===== config.mk =====
export PLATFORM = sky130hd
export DESIGN_NAME = ctrl_bus_arbiter
export DESIGN_NICKNAME = d
export VERILOG_FILES = /design/src/rtl/monitor_defs.sv /design/src/rtl/ctrl_bus_timer.sv /design/src/rtl/ctrl_bus_arbiter.sv
export SDC_FILE = /design/constraint.sdc
export NUM_CORES = 1
export LEC_CHECK = 0
export CORE_MARGIN = 10
export CORE_UTILIZATION = 43
export DETAILED_ROUTE_END_ITERATION = 7
export PLACE_DENSITY = 0.8
export SLEW_MARGIN = 40
export SYNTH_ARGS = -nofsm -noshare
export SYNTH_HDL_FRONTEND = slang
export SYNTH_HIERARCHICAL = 1
export SYNTH_SLANG_ARGS = --single-unit

===== constraint.sdc =====
create_clock -name clk -period 1.8 [get_ports clk]
set_input_delay 0.54 -clock clk [delete_from_list [all_inputs] [get_ports clk]]
set_output_delay 0.54 -clock clk [all_outputs]
set_load 0.05 [all_outputs]

===== src/rtl/monitor_defs.sv =====
// Shared definitions for the monitor control-register bus: register map,
// arbiter state encoding, default write timeout and the arbitration rule.
package monitor_defs;

    localparam int DEFAULT_TIMEOUT = 1000;

    localparam logic [15:0] CTRL_REG_CONTROL = 16'h0000;
    localparam logic [15:0] CTRL_REG_STATUS  = 16'h0001;
    localparam logic [15:0] CTRL_REG_THRESH  = 16'h0002;
    localparam logic [15:0] CTRL_REG_SAMPLE  = 16'h0005;

    typedef logic [2:0] state_t;

    localparam state_t ST_IDLE  = 3'd0;
    localparam state_t ST_READ  = 3'd1;
    localparam state_t ST_RWAIT = 3'd2;
    localparam state_t ST_WRITE = 3'd3;
    localparam state_t ST_ACK   = 3'd4;

    typedef struct packed {
        logic        we;
        logic [15:0] addr;
        logic [15:0] wdata;
    } bus_cmd_t;

    // Round-robin pick: on contention the master not granted last wins,
    // otherwise whichever master is requesting.
    function automatic logic pick_master(input logic req0, input logic req1,
                                         input logic last_grant);
        return (req0 && req1) ? ~last_grant : req1;
    endfunction

endpackage


===== src/rtl/ctrl_bus_timer.sv =====
// Write-dwell timer: counts cycles while enabled and flags when the
// configured limit is reached, holding there until cleared.
module ctrl_bus_timer #(
    parameter int TIMEOUT = 1000
) (
    input  logic clk,
    input  logic rst_n,
    input  logic clear,
    input  logic enable,
    output logic expired
);

    localparam int CW = (TIMEOUT > 1) ? $clog2(TIMEOUT) : 1;

    logic [CW-1:0] count;

    assign expired = (count == CW'(TIMEOUT - 1));

    // NOTE: state registers use non-blocking assignments so every flop
    // samples the pre-edge values regardless of statement order.
    always_ff @(posedge clk or negedge rst_n) begin
        if (!rst_n) begin
            count <= '0;
        end else if (clear) begin
            count <= '0;
        end else if (enable && !expired) begin
            count <= count + 1'b1;
        end
    end

endmodule


===== src/rtl/ctrl_bus_arbiter.sv =====
// Two-master round-robin arbiter onto the control-register bus, with a
// bounded-wait write handshake and per-master read-data registers.
module ctrl_bus_arbiter
    import monitor_defs::*;
#(
    parameter int TIMEOUT = DEFAULT_TIMEOUT
) (
    input  logic        clk,
    input  logic        rst_n,
    input  logic        m0_req,
    input  logic        m0_we,
    input  logic [15:0] m0_addr,
    input  logic [15:0] m0_wdata,
    output logic        m0_ack,
    output logic        m0_err,
    output logic [15:0] m0_rdata,
    input  logic        m1_req,
    input  logic        m1_we,
    input  logic [15:0] m1_addr,
    input  logic [15:0] m1_wdata,
    output logic        m1_ack,
    output logic        m1_err,
    output logic [15:0] m1_rdata,
    output logic [15:0] bus_addr,
    output logic [15:0] bus_data_in,
    output logic        bus_read_en,
    output logic        bus_write_en,
    input  logic        bus_write_done,
    input  logic [15:0] bus_data_out,
    output logic        busy
);

    state_t   state;
    state_t   state_nxt;
    logic     last_grant;
    logic     err_q;
    logic     tmr_expired;
    logic     any_req;
    logic     pick;
    bus_cmd_t cmd0;
    bus_cmd_t cmd1;
    bus_cmd_t cmd_sel;

    assign cmd0    = '{we: m0_we, addr: m0_addr, wdata: m0_wdata};
    assign cmd1    = '{we: m1_we, addr: m1_addr, wdata: m1_wdata};
    assign any_req = m0_req | m1_req;
    assign pick    = pick_master(m0_req, m1_req, last_grant);
    assign cmd_sel = pick ? cmd1 : cmd0;

    // NOTE: state_nxt gets a default before the case so no path leaves it
    // unassigned, which would otherwise infer a latch.
    always_comb begin
        state_nxt = state;
        case (state)
            ST_IDLE:  if (any_req) state_nxt = cmd_sel.we ? ST_WRITE : ST_READ;
            ST_READ:  state_nxt = ST_RWAIT;
            ST_RWAIT: state_nxt = ST_ACK;
            ST_WRITE: if (bus_write_done || tmr_expired) state_nxt = ST_ACK;
            ST_ACK:   state_nxt = ST_IDLE;
            default:  state_nxt = ST_IDLE;
        endcase
    end

    // last_grant also selects the active master for the whole transaction.
    always_ff @(posedge clk or negedge rst_n) begin
        if (!rst_n) begin
            state       <= ST_IDLE;
            last_grant  <= 1'b1;
            bus_addr    <= '0;
            bus_data_in <= '0;
            err_q       <= 1'b0;
        end else begin
            state <= state_nxt;
            if (state == ST_IDLE && any_req) begin
                last_grant  <= pick;
                bus_addr    <= cmd_sel.addr;
                bus_data_in <= cmd_sel.wdata;
                err_q       <= 1'b0;
            end
            if (state == ST_WRITE) begin
                err_q <= tmr_expired && !bus_write_done;
            end
        end
    end

    // NOTE: read-data registers are plain flops, not a memory, so they take
    // the reset like every other output.
    always_ff @(posedge clk or negedge rst_n) begin
        if (!rst_n) begin
            m0_rdata <= '0;
            m1_rdata <= '0;
        end else if (state == ST_RWAIT) begin
            if (last_grant) m1_rdata <= bus_data_out;
            else            m0_rdata <= bus_data_out;
        end
    end

    ctrl_bus_timer #(
        .TIMEOUT (TIMEOUT)
    ) u_timer (
        .clk     (clk),
        .rst_n   (rst_n),
        .clear   (state == ST_IDLE),
        .enable  (state == ST_WRITE),
        .expired (tmr_expired)
    );

    // Write strobe drops combinationally on write_done to avoid a second edge.
    assign bus_read_en  = (state == ST_READ);
    assign bus_write_en = (state == ST_WRITE) && !bus_write_done;
    assign busy         = (state != ST_IDLE);
    assign m0_ack       = (state == ST_ACK) && !last_grant;
    assign m1_ack       = (state == ST_ACK) && last_grant;
    assign m0_err       = m0_ack && err_q;
    assign m1_err       = m1_ack && err_q;

endmodule


==> results.toml <==
[run_status]
status = "finished with violations"
violations = "setup timing"

[logic_synthesis]
yosys.cell_count.top_type = "dfrtp_1"
syn_inst = 267
synthDistinctLibCells = 44
yosys_most_used_dff = "dfrtp_1"
synth-compound-area-share_pct = 4.071
ys_top_cells_by_count = "dfrtp_1, mux2_1, mux2_2"
syn-num-nets = 355
synth_top_family_by_area = "multiplexers"
yosys.area.top_type = "dfrtp_1"
synthMuxAreaShare_pct = 30.10
synth_seq_cells = 79
async_flop_share_pct = 100.0
synth_edf_count = 0
synth-simple-area-share_pct = 8.976
yosysWarningCount = 6
syn_area_mm2 = 0.003750
synth-adder-area-share_pct = 0.3337
yosysSeqAreaShare_pct = 52.75
syn_avg_cell_area_um2 = 14.04
synth_area_leaders = "dfrtp_1, mux2_1, mux2_2"
synth_xor_area_share_pct = 0.2336
synth_top_area_share_pct = 52.05

[power_and_ir_drop]
ir_worst_vdd_v = 0.001166
power_density_mw_per_mm2 = 1992
total_power_mw = 12.74
p_leak_nw = 2.933

[clocking]
cts_buffer_depth = 2
numCtsBuffers = 9
ctsHoldBuffers = 0
path_clk_slew_ns = 0.08
clk_latency_ns = 0.34
cts_tree = "done"
cts_sinks = 79
cts_htree_levels = 3
ctsRootBufferMaster = "clkbuf_8"

[setup_path]
slowest_stage = "dfrtp_2"
cp_slowest_stage_delay_ns = 0.47
required_ns = 1.26
worst_ep_arrival_time_ns = 1.45
crit_path_max_fanout = 6
cp.buffers_inverters = 1
startpoint_type = "register"
end_kind = "output port"
critPathKind = "reg2out"
cpLargestDelayFamily = "simple AND/OR/NAND/NOR gates"
crit_chain = "nand2b_4 > nor3_4 > and2_4 > buf_12"

[floorplanning]
start_util_pct = 43.64
rows = 34
fp.dieW_um = 113.4
ioPinCount = 158
die_h_um = 113.4
core_area_mm2 = 0.008593
dieArea_mm2 = 0.01286

[timing]
hold_viol = 0
fin_ws_ns = -0.1856
worstMarginPinSlew_ns = 0.4352
post-route-period-util_pct = 110.3
rsz0062_at_grt = "yes"
fin_skew_ns = 0.009423
max_freq_mhz = 503.6
fin_crit_ns = 1.986
slew_headroom_pct = 70.99
finalSetupViolations = 56
hold_slack_ns = 0.1230
final-max-slew-violation-count = 0

[global_route]
antenna_found_initial = 0
grt.overflow.total = 0
grt_pass1_wl_um = 18100
grt_max_degree = 31
grt_pass1_vias = 3314
grt_use_total_pct = 17.49

[cells_and_area]
fin_cells = 584
design_area_mm2 = 0.006395
syn_to_final_growth_pct = 70.54
diodes = 0
final_nets = 560
post_route_cells_drive_above_1_share_pct = 53.99

[route]
drt_drc_violations_left = 0
vias = 3030
wl_per_cell_um = 21.78
initialDrtViolationCount = 188
drtAntennaViolNets = 0
routed_wl_um = 12720
via_per_inst = 5.188
first_pass_iters = 4

[placed_design]
placedCellCount = 544
routabilityCongestion = 0.7342
dp_hpwl_um = 8307
placedInstanceArea_mm2 = 0.005544
io_buffers = 157

[job]
cap_violations = 0

[worst_hold_path]
hold_class = "in2async"
-- logic make-up (layout without fill, tap and decap cells) --
kind of cell               after synthesis  count (layout)
AOI/OAI and AO/OA                       24              24
adders and majority gates                1               1
and+or+nand+nor                         48              49
buffers and inverters                   17             225
DFF                                     79              79
muxes                                   97              97
xor gates and xnor gates                 1               1
-- registers in the layout, summed over array words and instances (netlist names) --
register / count
state: 3
u_timer/count: 10
bus_data_in: 16
m1_rdata: 16
last_grant: 1
err_q: 1
m0_rdata: 16
bus_addr: 16
-- layer usage --
layer | vias to the layer above | track usage [%] | routed length [um]
met5 | - | 0 | 0
met4 | 0 | 5.753 | 344
met3 | 18 | 5.827 | 552
met2 | 85 | 32.03 | 7345
met1 | 1543 | 18.35 | 4479
li1 | 1384 | - | -
-- power breakdown --
part | internal [mW] | switching [mW] | leakage, nW | total (mW)
combinational | 3.53 | 4.62 | 1.88 | 8.15
clock | 0.771 | 0.643 | 0.105 | 1.41
sequential | 2.61 | 0.567 | 0.953 | 3.18
-- cell usage in the layout, fill, tap and decap left out, types with 2 or more instances in the layout --
master / Yosys / layout
or4_1: 5 / 3
buf_12: 0 / 14
clkinv_2: 0 / 2
mux2_2: 41 / 17
clkdlybuf4s50_1: 0 / 83
dfrtp_1: 78 / 76
nand4_1: 2 / 2
mux2_1: 45 / 3
mux2_4: 10 / 76
nand2b_1: 4 / 2
nand2b_4: 0 / 2
nand2_1: 3 / 3
and2_4: 0 / 2
inv_1: 5 / 4
dlygate4sd2_1: 0 / 2
a21oi_2: 0 / 3
or4_4: 0 / 2
o31ai_1: 4 / 4
a21oi_1: 9 / 6
buf_4: 2 / 87
nand3_1: 3 / 2
buf_6: 8 / 14
nor2_4: 0 / 2
nor2_2: 1 / 3
o21ai_0: 4 / 3
nand3b_1: 4 / 4
bufinv_16: 0 / 2
dfrtp_2: 0 / 2
clkbuf_8: 0 / 9
clkbuf_16: 0 / 3
nor3_4: 1 / 3
nor2_1: 8 / 5
-- final timing paths --
| path | startpoint | to | slack [ns] | cells past startpoint |
|---|---|---|---|---|
| max | state[1]$_DFFE_PN0P_ | m0_err | -0.19 | 4 |
| max reg2reg | last_grant$_DFFE_PN1P_ | bus_data_in[15]$_DFFE_PN0P_ | -0.15 | 8 |
| min | rst_n | m1_rdata[6]$_DFFE_PN0P_ | 0.12 | 1 |
| min in group clk | m1_rdata[14]$_DFFE_PN0P_ | m1_rdata[14]$_DFFE_PN0P_ | 0.51 | 1 |
| max in group asynchronous | rst_n | bus_data_in[13]$_DFFE_PN0P_ | 1.18 | 2 |
| min reg2reg | m1_rdata[14]$_DFFE_PN0P_ | m1_rdata[14]$_DFFE_PN0P_ | 0.51 | 1 |
-- metrics by stage --
stage / utilization [%] / worst slack (ns) / setup TNS (ns)
3_5_place_dp: 64.52 / -0.4964 / -16.00
4_1_cts: 70.38 / -0.1548 / -2.468
6_report: 74.42 / -0.1856 / -5.346
5_1_grt: 74.42 / -0.2647 / -7.252
2_1_floorplan: - / -0.3261 / -1.354
3_3_place_gp: 64.52 / -0.4521 / -14.69
-- final cells by class --
cell class,count,area [um^2]
flip-flops and latches,79,1981
multi-input cells,172,1997
inverters,6,30.03
clock buffers,9,123.9
repair buffers,204,2042
well taps,108,135.1
fillers,519,2198
clock inverters,6,86.33
-- what timing repair did --
action / 4_1_cts / 5_1_grt
setup buffers: 11 / 9
setup endpoints to repair: 40 / 63
gates resized for setup: 47 / 59
pin swaps: 1 / 5
gates cloned: 3 / 3
endpoints found under the hold margin: 0 / 0
Power figures use the tool's default switching activity.
